$ cat config.mk
export PLATFORM = sky130hd
export DESIGN_NAME = xadc_drp_sequencer
export DESIGN_NICKNAME = d
export VERILOG_FILES = /design/src/rtl/xadc_drp_sequencer.sv
export SDC_FILE = /design/constraint.sdc
export NUM_CORES = 1
export LEC_CHECK = 0
export ABC_AREA = 1
export BUFFER_PORTS_ARGS = -buffer_cell sky130_fd_sc_hd__buf_2
export CAP_MARGIN = 25
export CORE_ASPECT_RATIO = 0.5
export CORE_MARGIN = 2
export CORE_UTILIZATION = 53
export DETAILED_ROUTE_END_ITERATION = 8
export PLACE_DENSITY = 0.79
export SLEW_MARGIN = 20
export SYNTH_ARGS = -nofsm -noshare
export SYNTH_HDL_FRONTEND = slang
export SYNTH_SLANG_ARGS = --single-unit
$ cat constraint.sdc
create_clock -name clk -period 2.5 [get_ports clk]
set_input_delay 0.375 -clock clk [delete_from_list [all_inputs] [get_ports clk]]
set_output_delay 0.375 -clock clk [all_outputs]
set_load 0.02 [all_outputs]
$ cat src/rtl/xadc_drp_sequencer.sv
// Round-robin DRP read sequencer for up to four XADC aux slots, one read per eoc.
// Optional per-slot 4-sample averaging is built when XADC_SEQ_AVG_EN is defined.
module xadc_drp_sequencer #(
    parameter logic [6:0] CH0_ADDR = 7'h1E,
    parameter logic [6:0] CH1_ADDR = 7'h17,
    parameter logic [6:0] CH2_ADDR = 7'h1F,
    parameter logic [6:0] CH3_ADDR = 7'h16,
    parameter int         TIMEOUT  = 255
) (
    input  logic        clk,
    input  logic        rst,
    input  logic [3:0]  ch_en,
    input  logic        eoc,
    output logic        den,
    output logic [6:0]  daddr,
    input  logic        drdy,
    input  logic [15:0] do_in,
    output logic [31:0] samples,
    output logic        sample_valid,
    output logic [1:0]  sample_ch,
    input  logic        clr_err,
    output logic        err_timeout
);

    typedef enum logic [1:0] {IDLE, ISSUE, WAIT} state_t;

    state_t     state;
    logic [1:0] ptr;
    logic [1:0] sel;
    logic [1:0] nxt_sel;
    logic [9:0] timer;
    logic       unused_low;

    assign unused_low = ^do_in[7:0];

    function automatic logic [6:0] slot_addr(input logic [1:0] s);
        case (s)
            2'd0:    slot_addr = CH0_ADDR;
            2'd1:    slot_addr = CH1_ADDR;
            2'd2:    slot_addr = CH2_ADDR;
            default: slot_addr = CH3_ADDR;
        endcase
    endfunction

    // Scan downward so the smallest offset from ptr wins; 2-bit sum wraps 3->0.
    always_comb begin
        nxt_sel = ptr;
        for (int i = 3; i >= 0; i--) begin
            if (ch_en[ptr + 2'(i)])
                nxt_sel = ptr + 2'(i);
        end
    end

`ifdef XADC_SEQ_AVG_EN
    logic [9:0] acc [4];
    logic [1:0] cnt [4];
    logic [9:0] acc_sum;

    assign acc_sum = acc[sel] + {2'b00, do_in[15:8]};
`endif

    always_ff @(posedge clk or posedge rst) begin
        if (rst) begin
            state        <= IDLE;
            ptr          <= 2'd0;
            sel          <= 2'd0;
            timer        <= 10'd0;
            den          <= 1'b0;
            daddr        <= CH0_ADDR;
            samples      <= 32'd0;
            sample_valid <= 1'b0;
            sample_ch    <= 2'd0;
            err_timeout  <= 1'b0;
`ifdef XADC_SEQ_AVG_EN
            for (int i = 0; i < 4; i++) begin
                acc[i] <= 10'd0;
                cnt[i] <= 2'd0;
            end
`endif
        end else begin
            den          <= 1'b0;
            sample_valid <= 1'b0;
            // A timeout set below overrides this clear in the same cycle.
            if (clr_err)
                err_timeout <= 1'b0;

            case (state)
                IDLE: begin
                    if (eoc && (ch_en != 4'd0)) begin
                        sel   <= nxt_sel;
                        daddr <= slot_addr(nxt_sel);
                        state <= ISSUE;
                    end
                end
                ISSUE: begin
                    den   <= 1'b1;
                    timer <= 10'd0;
                    state <= WAIT;
                end
                WAIT: begin
                    if (drdy) begin
`ifdef XADC_SEQ_AVG_EN
                        if (cnt[sel] == 2'd3) begin
                            samples[8*sel +: 8] <= acc_sum[9:2];
                            sample_valid        <= 1'b1;
                            sample_ch           <= sel;
                            acc[sel]            <= 10'd0;
                            cnt[sel]            <= 2'd0;
                        end else begin
                            acc[sel] <= acc_sum;
                            cnt[sel] <= cnt[sel] + 2'd1;
                        end
`else
                        samples[8*sel +: 8] <= do_in[15:8];
                        sample_valid        <= 1'b1;
                        sample_ch           <= sel;
`endif
                        ptr   <= sel + 2'd1;
                        state <= IDLE;
                    end else if (timer == 10'(TIMEOUT)) begin
                        err_timeout <= 1'b1;
`ifdef XADC_SEQ_AVG_EN
                        acc[sel] <= 10'd0;
                        cnt[sel] <= 2'd0;
`endif
                        ptr   <= sel + 2'd1;
                        state <= IDLE;
                    end else begin
                        timer <= timer + 10'd1;
                    end
                end
                default: state <= IDLE;
            endcase
        end
    end

endmodule

==> results.sh <==
export IMPL_status="finished, final reports clean"
export IMPL_fin_nets=437
export IMPL_gp_congestion=0.807
export IMPL_yosys_cell_types_count=34
export IMPL_io_buffers=55
export IMPL_drive_gt1_frac=0.229
export IMPL_grt_pass1_wl_um=10600
export IMPL_seq_area_frac_synth=0.485
export IMPL_start_kind="flop"
export IMPL_ctsResizeCount=0
export IMPL_postCtsHoldBufs=0
export IMPL_max_cap_viol_count=0
export IMPL_power_density_nw_per_um2=1100
export IMPL_synthesis_area_um2=2840
export IMPL_area_delta_synth_final_pct=15.5
export IMPL_cp_end_kind="flop"
export IMPL_crit_fanout=11
export IMPL_first_iter_violations=98
export IMPL_avgSynthCellArea_um2=8.04
export IMPL_diodes=0
export IMPL_required_ns=2.77
export IMPL_die_area_um2=5990
export IMPL_final_min_clock_period_ns=2.04
export IMPL_clkTransAtPathRegs_ns=0.11
export IMPL_cts_setup_buffers=0
export IMPL_cts_buffers=5
export IMPL_ys_ff_latch=55
export IMPL_leakage_uw=0.00183
export IMPL_ir_worst_vdd_mv=0.484
export IMPL_htree_levels=2
export IMPL_grt_pass1_vias=2387
export IMPL_grt_ovfl_total=0
export IMPL_row_count=18
export IMPL_setup_tns_ns=0
export IMPL_synth_top_cell_by_area="dfrtp_1"
export IMPL_hp_class="input port to asynchronous set/reset pin"
export IMPL_reg2reg_setup_slack_ns=0.46
export IMPL_final_cell_mix="nand2_1 (89), buf_2 (55), dfrtp_1 (54)"
export IMPL_synth_area_leaders="dfrtp_1 (48%), nand2_1 (12%), o21ai_1 (7.1%)"
export IMPL_maxSlewViolCount=0
export IMPL_core_area_um2=5040
export IMPL_max_freq_mhz=491
export IMPL_gr_usage_all_layers=0.218
export IMPL_antenna_found_initial=0
export IMPL_ant_nets=0
export IMPL_wl_per_cell_um=12.8
export IMPL_viasPerCell=5.31
export IMPL_relSlewSlack=0.500
export IMPL_final_common_cell="nand2_1"
export IMPL_ys_warn_count=0
export IMPL_cts_tree="yes"
export IMPL_initial_utilization=0.563
export IMPL_drc=0
export IMPL_drt_wl_total_um=6120
export IMPL_cts_buffer_depth=2
export IMPL_synth_top_area_share=0.476
export IMPL_cts_root_buffer="clkbuf_8"
export IMPL_cp_arrival_ns=2.30
export IMPL_hold_violations=0
export IMPL_fin_skew_ns=0.0138
export IMPL_clock_sinks=55
export IMPL_rr_startpoint="sel[1]$_DFFE_PP0P_"
export IMPL_dr_pass1_iters=4
export IMPL_clock_latency_ns=0.32
export IMPL_post_route_period_util=0.815
export IMPL_nFillCells=430
export IMPL_vias=2535
export IMPL_setup_viol=0
export IMPL_grt_start_max_net_pins=56
export IMPL_grt_setup_unrepaired="no"
export IMPL_dpl_hpwl_um=4490
export IMPL_synth_cells=353
export IMPL_dieHeight_um=55.7
export IMPL_pin_count=69
export IMPL_path_class="flop to flop"
export IMPL_dieWidth_um=107
export IMPL_power_total_uw=3610
export IMPL_rr_worst_depth=6
export IMPL_reg2reg_to="samples[20]$_DFFE_PP0P_"
export IMPL_worstMarginPinSlew_ns=0.748
Yosys cell counts, drive strengths merged:
| cell type | n |
|---|---|
| dfrtp | 54 |
| conb | 2 |
| a21oi | 5 |
| nand2 | 92 |
| buf | 11 |
| dfstp | 1 |
| nand4 | 20 |
| inv | 42 |
| clkinv | 3 |
| nand3 | 32 |
| nor3 | 2 |
| o21a | 1 |
| o21ai | 44 |
| o21bai | 1 |
| o32ai | 1 |
| nor4 | 1 |
| nor2 | 27 |
| or2 | 1 |
| clkbuf | 4 |
| ha | 6 |
| nor3b | 1 |
| xor2 | 2 |
area by class of cell:
class / instances / area, um^2 / area share
inverters: 45 / 169 / 0.0515
clock inverters: 3 / 67.6 / 0.0206
flip-flops and latches: 55 / 1380 / 0.420
well taps: 70 / 87.6 / 0.0267
multi-input cells: 241 / 1210 / 0.369
clock buffers: 5 / 68.8 / 0.0210
repair buffers: 58 / 298 / 0.0908
metrics by stage:
stage	hold slack (ns)	util	instances	cell area, um^2	setup WS, ns
after floorplan	0.438	-	356	2850	0.372
after global placement	0.454	0.623	469	3140	0.580
after detailed placement	0.474	0.623	469	3140	0.484
after CTS	0.244	0.650	477	3280	0.474
after global routing	0.238	0.650	477	3280	0.222
final	0.221	0.650	477	3280	0.462
worst max-delay path, stage by stage, from the launching register on:
cell      delay [ns]
dfrtp_1         0.38
inv_1           0.11
ha_1            0.52
clkinv_1        0.32
nor2_1          0.45
nand3_1         0.14
nand2_1         0.08
cell families (layout without fill, tap and decap cells):
kind of cell / after synthesis / after routing / share of synthesized area
AO/OA/AOI/OAI: 52 / 52 / 0.0974
AND/OR/NAND/NOR: 176 / 176 / 0.290
other: 2 / 5 / 0.00265
XOR/XNOR: 2 / 2 / 0.00617
flip-flops: 55 / 55 / 0.485
adder cells (fa/ha/maj): 6 / 6 / 0.0265
buffers and inverters: 60 / 111 / 0.0921
power by group:
part / switching, uW / internal [uW] / leakage, uW / total (uW)
combinational: 1170 / 459 / 0.00103 / 1630
sequential: 158 / 1130 / 0.000736 / 1290
clock: 295 / 399 / 0.0000644 / 694
sequential cells by signal, indices dropped and copies added (netlist names):
name and count:
sample_valid 1, sample_ch 2, den 1, state 2, timer 10, ptr 2, sel 2, err_timeout 1
samples 32, daddr 2
worst max path at each step:
| stage | cells after the start | end | start |
|---|---|---|---|
| floorplan | 7 | samples[0]$_DFFE_PP0P_ | sel[0]$_DFFE_PP0P_ |
| global placement | 6 | samples[19]$_DFFE_PP0P_ | sel[1]$_DFFE_PP0P_ |
| detailed placement | 6 | samples[19]$_DFFE_PP0P_ | sel[1]$_DFFE_PP0P_ |
| CTS | 6 | samples[19]$_DFFE_PP0P_ | sel[1]$_DFFE_PP0P_ |
| global route | 6 | samples[22]$_DFFE_PP0P_ | sel[1]$_DFFE_PP0P_ |
| finish | 6 | samples[20]$_DFFE_PP0P_ | sel[1]$_DFFE_PP0P_ |
layer usage:
metal / GRT usage / share of wire
met5: 0 / 0
met1: 0.276 / 0.45
met2: 0.379 / 0.49
met4: 0.0641 / 0.011
met3: 0.0457 / 0.055
No activity file was read; power rests on OpenSTA's default activity.
